### src/rtl/jtag_dap_seq.sv
`default_nettype none
// =====================================================================
// Module   : jtag_dap_seq
// Purpose  : Drives jtagIF through one DAP register access per upstream
//            request: optional IR load (DPACC/APACC, cached), the
//            transfer itself with WAIT retry, and the DP RDBUFF read
//            that completes a posted AP read. Also issues TAP aborts.
// Revision : 1.0 - initial release
// =====================================================================
module jtag_dap_seq #(
  parameter int unsigned WAIT_RETRIES = 16,
  parameter logic [2:0]  ACK_OK       = 3'b010,
  parameter logic [2:0]  ACK_WAIT     = 3'b001
) (
  input  logic        clk,
  input  logic        rst,
  // upstream request / result
  input  logic        go_i,
  input  logic        op_i,
  input  logic        apndp_i,
  input  logic        rnw_i,
  input  logic [1:0]  addr32_i,
  input  logic [31:0] dwrite_i,
  output logic        idle_o,
  output logic [2:0]  ack_o,
  output logic [31:0] dread_o,
  output logic        err_o,
  // jtagIF sub-command interface
  output logic [1:0]  jcmd_o,
  output logic [1:0]  jaddr32_o,
  output logic        jrnw_o,
  output logic        japndp_o,
  output logic [31:0] jdwrite_o,
  output logic        jgo_o,
  input  logic [2:0]  jack_i,
  input  logic [31:0] jdread_i,
  input  logic        jidle_i
);

  localparam logic [1:0] c_CMD_IR     = 2'd0;
  localparam logic [1:0] c_CMD_TFR    = 2'd1;
  localparam logic [1:0] c_CMD_ABORT  = 2'd2;
  // IR cache: {unknown, apndp}; unknown after reset or abort
  localparam logic [1:0] c_IR_DP      = 2'b00;
  localparam logic [1:0] c_IR_UNKNOWN = 2'b10;
  localparam logic [7:0] c_MAX_RETRY  = 8'(WAIT_RETRIES);

  typedef enum logic [3:0] {
    S_IDLE   = 4'd0,
    S_ABT_GO = 4'd1,
    S_ABT_WT = 4'd2,
    S_IR_GO  = 4'd3,
    S_IR_WT  = 4'd4,
    S_TFR_GO = 4'd5,
    S_TFR_WT = 4'd6,
    S_CHECK  = 4'd7,
    S_RDB_GO = 4'd8,
    S_RDB_WT = 4'd9,
    S_DONE   = 4'd10
  } state_t;

  state_t      state_q;
  state_t      wt_state_d;
  logic [1:0]  cur_ir_q;
  logic [7:0]  retry_q;
  logic [7:0]  retry_d;
  logic        rdb_q;        // set once the AP read data phase (RDBUFF) is under way
  logic        req_op_q;
  logic        req_apndp_q;
  logic        req_rnw_q;
  logic [1:0]  req_addr_q;
  logic [31:0] req_dwrite_q;
  logic        idle_q;
  logic [2:0]  ack_q;
  logic [31:0] dread_q;
  logic        err_q;
  logic [1:0]  jcmd_q;
  logic [1:0]  jaddr32_q;
  logic        jrnw_q;
  logic        japndp_q;
  logic [31:0] jdwrite_q;
  logic        jgo_q;
  logic [1:0]  cmd_d;
  logic        apndp_d;
  logic [1:0]  addr_d;
  logic        rnw_d;

  assign idle_o    = idle_q;
  assign ack_o     = ack_q;
  assign dread_o   = dread_q;
  assign err_o     = err_q;
  assign jcmd_o    = jcmd_q;
  assign jaddr32_o = jaddr32_q;
  assign jrnw_o    = jrnw_q;
  assign japndp_o  = japndp_q;
  assign jdwrite_o = jdwrite_q;
  assign jgo_o     = jgo_q;

  // Sub-command fields and follow-on wait state for whichever *_GO state is active
  always_comb begin
    cmd_d      = c_CMD_TFR;
    apndp_d    = req_apndp_q;
    addr_d     = req_addr_q;
    rnw_d      = req_rnw_q;
    wt_state_d = S_TFR_WT;
    case (state_q)
      S_ABT_GO: begin
        cmd_d      = c_CMD_ABORT;
        wt_state_d = S_ABT_WT;
      end
      S_IR_GO: begin
        // the RDBUFF phase always needs DPACC
        cmd_d      = c_CMD_IR;
        apndp_d    = req_apndp_q & ~rdb_q;
        wt_state_d = S_IR_WT;
      end
      S_RDB_GO: begin
        apndp_d    = 1'b0;
        addr_d     = 2'b11;
        rnw_d      = 1'b1;
        wt_state_d = S_RDB_WT;
      end
      default: ;
    endcase
  end

  // Saturating increment of the shared WAIT retry counter
  always_comb retry_d = (retry_q == 8'hFF) ? retry_q : retry_q + 8'd1;

  // Request sequencer with registered outputs
  always_ff @(posedge clk or posedge rst) begin
    if (rst) begin
      state_q      <= S_IDLE;
      cur_ir_q     <= c_IR_UNKNOWN;
      retry_q      <= 8'd0;
      rdb_q        <= 1'b0;
      req_op_q     <= 1'b0;
      req_apndp_q  <= 1'b0;
      req_rnw_q    <= 1'b0;
      req_addr_q   <= 2'd0;
      req_dwrite_q <= 32'd0;
      idle_q       <= 1'b1;
      ack_q        <= 3'd0;
      dread_q      <= 32'd0;
      err_q        <= 1'b0;
      jcmd_q       <= 2'd0;
      jaddr32_q    <= 2'd0;
      jrnw_q       <= 1'b0;
      japndp_q     <= 1'b0;
      jdwrite_q    <= 32'd0;
      jgo_q        <= 1'b0;
    end else begin
      case (state_q)
        S_IDLE: begin
          if (go_i) begin
            req_op_q     <= op_i;
            req_apndp_q  <= apndp_i;
            req_rnw_q    <= rnw_i;
            req_addr_q   <= addr32_i;
            req_dwrite_q <= dwrite_i;
            idle_q       <= 1'b0;
            err_q        <= 1'b0;
            retry_q      <= 8'd0;
            rdb_q        <= 1'b0;
            if (op_i)
              state_q <= S_ABT_GO;
            else if (cur_ir_q != {1'b0, apndp_i})
              state_q <= S_IR_GO;
            else
              state_q <= S_TFR_GO;
          end
        end
        S_ABT_GO, S_IR_GO, S_TFR_GO, S_RDB_GO: begin
          // launch only into an idle jtagIF, then hold until it goes busy
          if (!jgo_q) begin
            if (jidle_i) begin
              jgo_q     <= 1'b1;
              jcmd_q    <= cmd_d;
              japndp_q  <= apndp_d;
              jaddr32_q <= addr_d;
              jrnw_q    <= rnw_d;
              jdwrite_q <= req_dwrite_q;
            end
          end else if (!jidle_i) begin
            jgo_q   <= 1'b0;
            state_q <= wt_state_d;
          end
        end
        S_ABT_WT: begin
          if (jidle_i) begin
            cur_ir_q <= c_IR_UNKNOWN;
            ack_q    <= ACK_OK;
            err_q    <= 1'b0;
            state_q  <= S_DONE;
          end
        end
        S_IR_WT: begin
          if (jidle_i) begin
            cur_ir_q <= rdb_q ? c_IR_DP : {1'b0, req_apndp_q};
            state_q  <= rdb_q ? S_RDB_GO : S_TFR_GO;
          end
        end
        S_TFR_WT, S_RDB_WT: begin
          if (jidle_i)
            state_q <= S_CHECK;
        end
        S_CHECK: begin
          if (jack_i == ACK_WAIT) begin
            if (retry_q < c_MAX_RETRY) begin
              retry_q <= retry_d;
              state_q <= rdb_q ? S_RDB_GO : S_TFR_GO;
            end else begin
              err_q   <= 1'b1;
              state_q <= S_DONE;
            end
          end else if (jack_i != ACK_OK) begin
            err_q   <= 1'b1;
            state_q <= S_DONE;
          end else if (!rdb_q && req_apndp_q && req_rnw_q) begin
            // posted AP read: the data arrives through DP RDBUFF
            rdb_q   <= 1'b1;
            state_q <= (cur_ir_q != c_IR_DP) ? S_IR_GO : S_RDB_GO;
          end else begin
            state_q <= S_DONE;
          end
        end
        S_DONE: begin
          // abort already set its result in S_ABT_WT
          if (!req_op_q) begin
            ack_q <= jack_i;
            if (req_rnw_q)
              dread_q <= jdread_i;
          end
          idle_q  <= 1'b1;
          retry_q <= 8'd0;
          rdb_q   <= 1'b0;
          state_q <= S_IDLE;
        end
        default: state_q <= S_IDLE;
      endcase
    end
  end

endmodule
`default_nettype wire
### config.mk
export PLATFORM = sky130hd
export DESIGN_NAME = jtag_dap_seq
export DESIGN_NICKNAME = d
export VERILOG_FILES = /design/src/rtl/jtag_dap_seq.sv
export SDC_FILE = /design/constraint.sdc
export NUM_CORES = 1
export LEC_CHECK = 0
export ABC_AREA = 1
export BUFFER_PORTS_ARGS = -buffer_cell sky130_fd_sc_hd__clkbuf_2
export CORE_AREA = 2 2 152 154
export CTS_CLUSTER_SIZE = 20
export DETAILED_ROUTE_END_ITERATION = 12
export DIE_AREA = 0 0 154 156
export PLACE_DENSITY = 0.41
export SLEW_MARGIN = 10
export SYNTH_ARGS = -nofsm -noshare
export SYNTH_HDL_FRONTEND = slang
export SYNTH_SLANG_ARGS = --single-unit
### constraint.sdc
create_clock -name clk -period 4.6 [get_ports clk]
set_clock_uncertainty 0.2 [all_clocks]
set_input_delay 0.46 -clock clk [delete_from_list [all_inputs] [get_ports clk]]
set_output_delay 0.46 -clock clk [all_outputs]
set_load 0.1 [all_outputs]
==> metrics <==
outcome completed; CP arrival 2.64 ns; M3 GR Usage 3.28%; kind of cell adding the most delay to the critical path simple AND/OR/NAND/NOR gates; Die ar. ~24000 µm²; DRC Markers 0; min cycle time layout 2.54 ns; fin crit share 55.2%; Final Hold Fails 0; Max Cap Viol 0; remaining antenna violation count after routing 0; DP Cell Count 974; clk sinks around 130; initial drt markers approximately 240; WP buf/inv 2; total number of vias 4197; Core Area between 20000 and 25000 µm²; Clock Tree Root clkbuf_16; Syn Std Cell Area approximately 5500 µm²; Initial Util 24.5%; Worst Hold Class in -> reg; Max FO, Critical Path between 60 and 70; global-route wire length before repair ~22000 µm; GPL Wtd Cong 0.891; fraction of layout cells with a size suffix above 1 33.5%; Crit path top cell by count nand2_1; die height 156 µm; GR peak layer met2; Max stage delay on crit path approximately 0.85 ns; final-report max-slew violation count 0; Final Cell Area 7060 µm²; dpl cell area approximately 6500 µm²; CP cell instances inv_1 -> nor2_1 -> nand2_1 -> nand3_2 -> nand2_2 -> inv_2 -> nand2_1 -> nand2_1; GRT overflow 0; fmax a little under 400 MHz; Finished Layout Cells 1007; Crit. End Element register; Syn Area/Cell 9.90 µm²; PostCTS Resize Cnt 0; Clk Latency, worst-skew pair 0.41 ns; Final Setup Violations 0; # IOs 152; post-synthesis register bit count 128; net count after synthesis 630; Synth Warn # 0; Netlist cell types 31; vias in the first global route 4299; post-synthesis sequential area ratio 58.5%; post-route setup TNS 0 ns; port bufs 151; Crit Path Class reg -> reg; clock buffer depth 2; Routed wire per std cell ~14 µm; met1 GRT Util 14.3%; Routed WL 13900 µm; slew margin rel. 22.9%; met2 Use GR 19.7%; Die X 154 µm; TritonCTS Buffers 17; GRT Overall Usage between 10% and 20%; startpoint types register; RSZ-0062 raised after global routing no; critical path's slowest cell nand2_2; post-DP HPWL about 9900 µm; largest net degree at the start of global routing 70; row count 55; Mapped Cells 553; Ant. Diodes 0; Initial DRT Pass Iterations 4; clk slew on worst S/H paths 0.06 ns; Layout area overhead 28.8%; Critical Path RT 4.70 ns; Final #Nets 786; post-CTS setup buffers 0; final hold slack 0.0468 ns; CTS H-tree depth 4; Worst-Margin Slew 1.15 ns; CTS tree done; initial antenna violation count 0; vias per cell 4.17
==> synthesized netlist by cell type (all sizes together) <==
library cell | number | area share [%]
nand2 | 176 | 12
dfrtp | 126 | 58
o21ai | 69 | 6.3
inv | 56 | 3.8
nor2 | 38 | 3.2
mux2 | 33 | 8.8
nand3 | 22 | 2.5
buf | 15 | 2.5
a21oi | 4 | 0.37
clkbuf | 3 | 0.25
dfstp | 2 | 0.96
or2 | 2 | 0.23
xor2 | 2 | 0.32
ha | 1 | 0.23
nand3b | 1 | 0.14
nand4 | 1 | 0.11
nor3 | 1 | 0.091
o31ai | 1 | 0.14
==> registers in the layout (all words and copies together) (netlist names) <==
name,cells
dread_o,32
jdwrite_o,32
req_dwrite_q,32
retry_q,8
state_q,4
ack_o,3
cur_ir_q,2
jaddr32_o,2
jcmd_o,2
req_addr_q,2
err_o,1
idle_o,1
japndp_o,1
jgo_o,1
jrnw_o,1
rdb_q,1
req_apndp_q,1
req_op_q,1
req_rnw_q,1
==> layer usage <==
metal	vias up	routed length, µm	share of wire (%)
met5	-	0	0
met4	0	320	2.3
met3	23	702	5.1
met2	113	6710	48
met1	2001	6160	44
li1	2060	-	-
==> final cells by class <==
class / count / area (µm²)
clock buffers: 18 / 439
clock inverters: 14 / 141
fillers: 2337 / 15300
inverters: 56 / 213
multi-input cells: 351 / 1910
flip-flops and latches: 128 / 3210
well taps: 285 / 357
repair buffers: 155 / 788
==> per-stage QoR <==
step                      utilization [%]  setup slack (ns)
final                                31.5              2.06
after detailed placement             28.9              2.06
after global placement               28.9              2.12
after global routing                 31.5              1.78
after floorplan                         -             0.531
after CTS                            31.5              2.03
==> placed cells by master, fill, tap and decap left out <==
master / synthesis / final
nand3_4: 1 / 1
nand4_1: 1 / 1
clkbuf_2: 2 / 151
nand3_2: 3 / 3
nand2_1: 172 / 172
buf_4: 1 / 3
dfrtp_1: 126 / 126
clkbuf_8: 0 / 1
nor2_1: 33 / 33
mux2_4: 30 / 30
nand3_1: 18 / 18
dlygate4sd3_1: 0 / 1
nor2_4: 4 / 4
o31ai_1: 1 / 1
mux2_2: 3 / 3
inv_1: 51 / 50
inv_6: 0 / 1
o21ai_0: 64 / 64
nand3b_1: 1 / 1
inv_4: 0 / 1
ha_1: 1 / 1
nor3_1: 1 / 1
o21ai_1: 5 / 5
clkbuf_16: 0 / 17
clkinv_2: 0 / 5
bufinv_16: 0 / 2
or2_2: 2 / 2
clkinv_4: 0 / 2
inv_2: 5 / 5
nor2_2: 1 / 1
dfstp_2: 2 / 2
xor2_1: 2 / 2
nand2_4: 2 / 2
nand2_2: 2 / 2
clkinvlp_4: 0 / 4
a21oi_1: 4 / 4
==> repair_timing <==
item | CTS | global route
endpoints found under the setup margin | 0 | 0
hold buffers | 1 | 0
endpoints found under the hold margin | 11 | 0
==> worst min-delay path, stage by stage <==
cell,delay (ns)
clkbuf_2,0.08
nand2_1,0.04
nand2_1,0.05
==> cells by family after synthesis <==
kind of cell / Yosys count / synth area share, %
AO/OA/AOI/OAI: 74 / 6.81
AND/OR/NAND/NOR: 241 / 18.7
buffers and inverters: 74 / 6.56
adder cells (fa/ha/maj): 1 / 0.228
multiplexers: 33 / 8.84
flip-flops: 128 / 58.5
XOR/XNOR: 2 / 0.320
==> final timing paths <==
path,depth (start not counted),endpoint,start,slack [ns]
setup / recovery,8,jdwrite_o[30],state_q[0],2.06
hold / removal,3,req_addr_q[1],addr32_i[1],0.05
setup reg to reg,8,jdwrite_o[30],state_q[0],2.06
hold reg to reg,2,idle_o,idle_o,0.26
max in group asynchronous,4,req_dwrite_q[31],rst,2.66
min in group asynchronous,3,jdwrite_o[0],rst,0.51
Power is not shown: default switching activity piles up to over one toggle a cycle in this logic, so the estimate is an artifact.
